==> config.mk <==
export PLATFORM = sky130hd
export DESIGN_NAME = unidade_controle_busca
export DESIGN_NICKNAME = d
export VERILOG_FILES = /design/src/rtl/exp3_pkg.sv /design/src/rtl/temporizador_espera.sv /design/src/rtl/unidade_controle_busca.sv
export SDC_FILE = /design/constraint.sdc
export NUM_CORES = 1
export LEC_CHECK = 0
export ABC_AREA = 1
export BUFFER_PORTS_ARGS = -buffer_cell sky130_fd_sc_hd__buf_4
export CORE_AREA = 5 5 42 44
export CTS_BUF_LIST = sky130_fd_sc_hd__clkbuf_16
export CTS_CLUSTER_SIZE = 8
export DETAILED_ROUTE_END_ITERATION = 8
export DIE_AREA = 0 0 47 49
export SLEW_MARGIN = 20
export SYNTH_ARGS = -nofsm -noshare
export SYNTH_HDL_FRONTEND = slang
export SYNTH_HIERARCHICAL = 1
export SYNTH_SLANG_ARGS = --single-unit
export TNS_END_PERCENT = 10
==> constraint.sdc <==
create_clock -name clock -period 1.45 [get_ports clock]
set_clock_uncertainty 0.15 [all_clocks]
set_input_delay 0.29 -clock clock [delete_from_list [all_inputs] [get_ports clock]]
set_output_delay 0.29 -clock clock [all_outputs]
set_load 0.005 [all_outputs]
==> src/rtl/exp3_pkg.sv <==
// Shared definitions for the Experiment 3 search controller: state codes
// and the width of the debug state output.
package exp3_pkg;

   localparam int DB_ESTADO_W = 4;

   typedef enum logic [DB_ESTADO_W-1:0] {
      INICIAL     = 4'd0,
      PREPARACAO  = 4'd1,
      COMPARA     = 4'd2,
      ESPERA      = 4'd3,
      CONTA_PASSO = 4'd4,
      ACHOU       = 4'd5,
      FALHOU      = 4'd6
   } estado_t;

endpackage

==> src/rtl/temporizador_espera.sv <==
// Wait timer for the espera state: counts cycles while enabled and flags the
// last waiting cycle so the controller spends exactly PERIODO-1 cycles there.
module temporizador_espera #(
   parameter int PERIODO = 4
) (
   input  logic clock,
   input  logic reset_n,
   input  logic conta_en,
   input  logic limpa,
   output logic terminou
);

   localparam int W = (PERIODO > 1) ? $clog2(PERIODO) : 1;
   // With PERIODO=1 espera is never entered, so the target value is irrelevant.
   localparam logic [W-1:0] ALVO = (PERIODO >= 2) ? W'(PERIODO - 2) : '0;

   logic [W-1:0] timer;

   // Timer register: clear outside espera, advance once per cycle inside it.
   always_ff @(posedge clock or negedge reset_n) begin
      if (!reset_n) begin
         timer <= '0;
      end else if (limpa) begin
         timer <= '0;
      end else if (conta_en) begin
         timer <= timer + W'(1);
      end
   end

   assign terminou = (PERIODO >= 2) && (timer == ALVO);

endmodule

==> src/rtl/unidade_controle_busca.sv <==
// Search controller for the counter/comparator datapath: clears the counter,
// steps it at a programmable rate and stops on a match or at count 15.
module unidade_controle_busca
   import exp3_pkg::*;
#(
   parameter int PERIODO = 4
) (
   input  logic                   clock,
   input  logic                   reset_n,
   input  logic                   iniciar,
   input  logic                   igual,
   input  logic                   fim,
   output logic                   zera,
   output logic                   carrega,
   output logic                   conta,
   output logic                   pronto,
   output logic                   encontrado,
   output logic [DB_ESTADO_W-1:0] db_estado
);

   estado_t estado;
   estado_t proximo;
   logic    em_espera;
   logic    terminou;

   assign em_espera = (estado == ESPERA);

   temporizador_espera #(
      .PERIODO (PERIODO)
   ) u_temporizador (
      .clock    (clock),
      .reset_n  (reset_n),
      .conta_en (em_espera),
      .limpa    (!em_espera),
      .terminou (terminou)
   );

   // State register with asynchronous return to inicial.
   always_ff @(posedge clock or negedge reset_n) begin
      if (!reset_n) begin
         estado <= INICIAL;
      end else begin
         estado <= proximo;
      end
   end

   // Next-state logic; igual wins over fim so a match on 15 is still found.
   always_comb begin
      proximo = INICIAL;
      case (estado)
         INICIAL:     proximo = iniciar ? PREPARACAO : INICIAL;
         PREPARACAO:  proximo = COMPARA;
         COMPARA: begin
            if (igual)             proximo = ACHOU;
            else if (fim)          proximo = FALHOU;
            else if (PERIODO > 1)  proximo = ESPERA;
            else                   proximo = CONTA_PASSO;
         end
         ESPERA:      proximo = terminou ? CONTA_PASSO : ESPERA;
         CONTA_PASSO: proximo = COMPARA;
         ACHOU:       proximo = iniciar ? PREPARACAO : ACHOU;
         FALHOU:      proximo = iniciar ? PREPARACAO : FALHOU;
         default:     proximo = INICIAL;
      endcase
   end

   // Moore output decode from the state register only.
   always_comb begin
      zera       = 1'b0;
      carrega    = 1'b0;
      conta      = 1'b0;
      pronto     = 1'b0;
      encontrado = 1'b0;
      case (estado)
         PREPARACAO:  zera = 1'b1;
         CONTA_PASSO: conta = 1'b1;
         ACHOU: begin
            pronto     = 1'b1;
            encontrado = 1'b1;
         end
         FALHOU:      pronto = 1'b1;
         default:     ;
      endcase
      db_estado = estado;
   end

endmodule

* Word-level counts from Yosys, hierarchy flattened
Cells that the tools add are included.
W data, S select, Z words.
** Cells by class
- Add/sub/neg operators :: 1
- Eq/ne operators :: 7
- Mux-type cells :: 12
- Reductions and logical operators :: 3
** Operators by type and width (count)
- $pmux W3 S6 :: 1
- $mux W3 :: 5
- $eq A4 B3 Y1 const B :: 3
- $eq A4 B2 Y1 const B :: 2
- $mux W1 :: 5
- $eq A4 B1 Y1 const B :: 1
- $logic_not A4 Y1 :: 1
- $reduce_or A2 Y1 :: 2
- $add A2 B1 Y2 const B :: 1
- $eq A2 B2 Y1 const B :: 1
- $mux W2 :: 1
** Storage, ports and cells
- Flip-flop bits (word level) :: 6
- Input port bits :: 5
- Output and inout port bits :: 9
- Logic and storage cells :: 25

* Depth between registers and ports, before layout
- Depth in word-level cells :: 3
- Depth in mapped cells :: 6
- Gate-level depth less buffers :: 6

* Cells and area by module
The synthesis kept the hierarchy.
** By module, submodules not included
- unidade_controle_busca :: instances 1, cells an instance 44, area each 262.8 µm², seq. area each 75.1 µm²
- temporizador_espera :: instances 1, cells an instance 13, area each 100.1 µm², seq. area each 50.0 µm²

* Least setup slack after synthesis
Ideal clock, no wire load.
- Path type :: flip-flop to output port
- From :: reg estado[0] (netlist: db_estado[0])
- To :: out conta
- Arrival time :: 727 ps
- Required time :: 1010 ps
- Slack :: 283 ps
- Stages on the path, launching flop included :: 4
- Buffers on the path :: 0
- Cell sequence :: dfrtp_1 > nor2_1 > nand2_1 > inv_1
** Between the ends
- Cells in the longest elaborated chain, start to end :: 2
** RTL lines
- from (decl) :: RTL line unidade_controle_busca.sv:21 : estado_t estado;
- from (signal assigned) :: RTL line unidade_controle_busca.sv:43 : estado <= proximo;
- $eq A4 B3 Y1 :: RTL line unidade_controle_busca.sv:74 : case (estado)
- $mux W1 :: RTL line unidade_controle_busca.sv:74
- to (decl) :: RTL line unidade_controle_busca.sv:15 : output logic conta,
Every way passes these cells.

* Final worst setup path
Ends and elaborated chain as after synthesis.

==> impl_metrics.toml <==
[synthesis]
synth_cell_types = 13
synth_top_family_by_area = "simple AND/OR/NAND/NOR gates"
syn_area_um2 = 363
synth_compound_area_frac = 0.0207
ys_ff_latch = 5
synthSimpleGateAreaFrac = 0.424
netlist_instances = 57
seq_area_frac_synth = 0.345
synth_mux_area_frac = 0
synth_area_per_cell_um2 = 6.37
yosys.area_share.adder = 0.0345
ys_warn_count = 6
synth-xor-area-share = 0

[cts]
clk_pin_slew_ps = 30
clk_latency_ps = 230
clkSinkCount = 5
cts_tree = "yes"
cts_root_buf = "clkbuf_16"
clock_path_buffers = 2
numCtsBuffers = 3
ctsHtreeMaxLevel = 1

[grt]
grt_pass1_wl_um = 1640
grt_usage = 0.103
antenna_found_initial = 0
grt_max_degree = 8
grt_pass1_vias = 381
overflow = 0

[layout]
drive_gt1_frac = 0.482
final_cell_mix = "buf_4, nand2_1, inv_1, nor2_1, nand3_1"
final_net_count = 92
area_growth_pct = 87.2
design_area_um2 = 679
n_antenna_cell = 0
layout_commonest_cell = "buf_4"

[placed_design]
gp_congestion = 0.793
dpl_cell_area_um2 = 454
port_buffers = 11
dpl.hpwl_um = 646

[pwr]
max-vdd-ir-drop_mv = 0.915
power_density_mw_per_mm2 = 2190
p_leak_nw = 0.389

[critical_path]
cp_cell_sequence = "nor2_2 > nand2_1 > inv_1 > buf_4"
worst-path-max-fanout = 6
slowest_delay_ps = 460
startpoint_type = "flop"
critPathSlowestCell = "dfrtp_2"
critPathArrivalTime_ps = 1060
cp.required_ps = 1010
criticalPathCategory = "flop to output port"
end_kind = "output port"

[drt]
wl_per_cell_um = 10.4
vias = 463
dr.pass1.iters = 4
ant_nets = 0
drc = 0
wl_um = 1050
viasPerCell = 4.58
drtIter0Drc = 9

[timing]
final_hold_viol_count = 0
fin_ws_ps = -48.9
grt_setup_unrepaired = "true"
layout_min_cycle_time_ps = 1500
fin_crit_sh = 1.03
whs_ps = 211
finalMaxSlewViolations = 0
max_freq_mhz = 667
finalSetupViolations = 4

[die]
std_cell_rows = 14
die_area_mm2 = 0.00230
pin_count = 14
fp.dieW_um = 47
core_mm2 = 0.00140
die_h_um = 49
initial_utilization = 0.259

[flow_run]
maxCapViolations = 0

[run_status]
violations = "negative setup slack"
status = "finished, violations left"

[hold_path]
hp-class = "primary input to flop"
worst max-delay path: cells and delay by family, from the launching register on:
kind	cells	cell delay, ps
flip-flops	1	460
AND/OR/NAND/NOR	2	210
buffers and inverters	2	160
power breakdown:
group | switching, mW | internal (mW) | total [mW]
combinational | 0.322 | 0.417 | 0.739
clock | 0.0876 | 0.357 | 0.444
sequential | 0.109 | 0.196 | 0.305
total | 0.518 | 0.970 | 1.49
what timing repair did:
action | in CTS | in global routing
pin swaps | 2 | 2
hold buffers | 1 | 0
setup endpoints to repair | 4 | 4
setup buffers | 7 | 6
gates resized for setup | 9 | 4
hold endpoints to repair | 5 | 0
layout make-up:
class / instances / area, um^2
timing repair buffer: 25 / 198
tap: 16 / 20.0
inverter: 12 / 50.0
clock buffer: 3 / 75.1
clock inverter: 1 / 3.75
sequential: 5 / 129
fill: 139 / 722
multi-input combinational: 39 / 204
stage by stage:
| step | util | power (mW) | TNS [ps] | worst slack [ps] | std cells |
|---|---|---|---|---|---|
| floorplan | - | 0.536 | 0 | 283 | 58 |
| global placement | 0.324 | 0.712 | 0 | 124 | 83 |
| detailed placement | 0.324 | 0.713 | 0 | 108 | 83 |
| CTS | 0.445 | 1.35 | -92.0 | -30.1 | 95 |
| global route | 0.485 | 1.61 | -297 | -93.6 | 101 |
| finish | 0.485 | 1.49 | -124 | -48.9 | 101 |
synthesized netlist by cell type, drive strengths merged:
cell    instances  area share
nand2          14        0.14
o211ai          1       0.021
inv            12        0.12
ha              1       0.034
conb            1       0.010
buf             2       0.041
nand3           8        0.12
nor2           12        0.14
dfrtp           5        0.34
nand4           1       0.017
logic make-up after synthesis:
group / after synthesis
compound gates: 1
fa+ha+maj: 1
buf+inv: 14
flops: 5
other cells: 1
simple gates: 35
per-layer routing:
metal	share of wire	global-route usage
met1	0.32	0.109
met2	0.53	0.154
met3	0.10	0.0517
met4	0.047	0.0691
met5	0	0
worst paths after layout:
path | from | endpoint | slack [ps] | cells past startpoint
worst max-delay path | db_estado[0] | conta | -50 | 4
max in group asynchronous | reset_n | db_estado[1] | 780 | 2
worst min-delay path | igual | db_estado[1] | 210 | 4
min in group asynchronous | reset_n | u_temporizador/timer[1] | 250 | 2
worst max register to register | db_estado[1] | u_temporizador/timer[0] | 200 | 6
worst min register to register | u_temporizador/timer[1] | u_temporizador/timer[1] | 370 | 2
state kept, by name, indices dropped and copies added, names as in the netlist:
| register | count |
|---|---|
| db_estado | 3 |
| u_temporizador/timer | 2 |
Note: power is estimated with default switching activity, not from simulation.
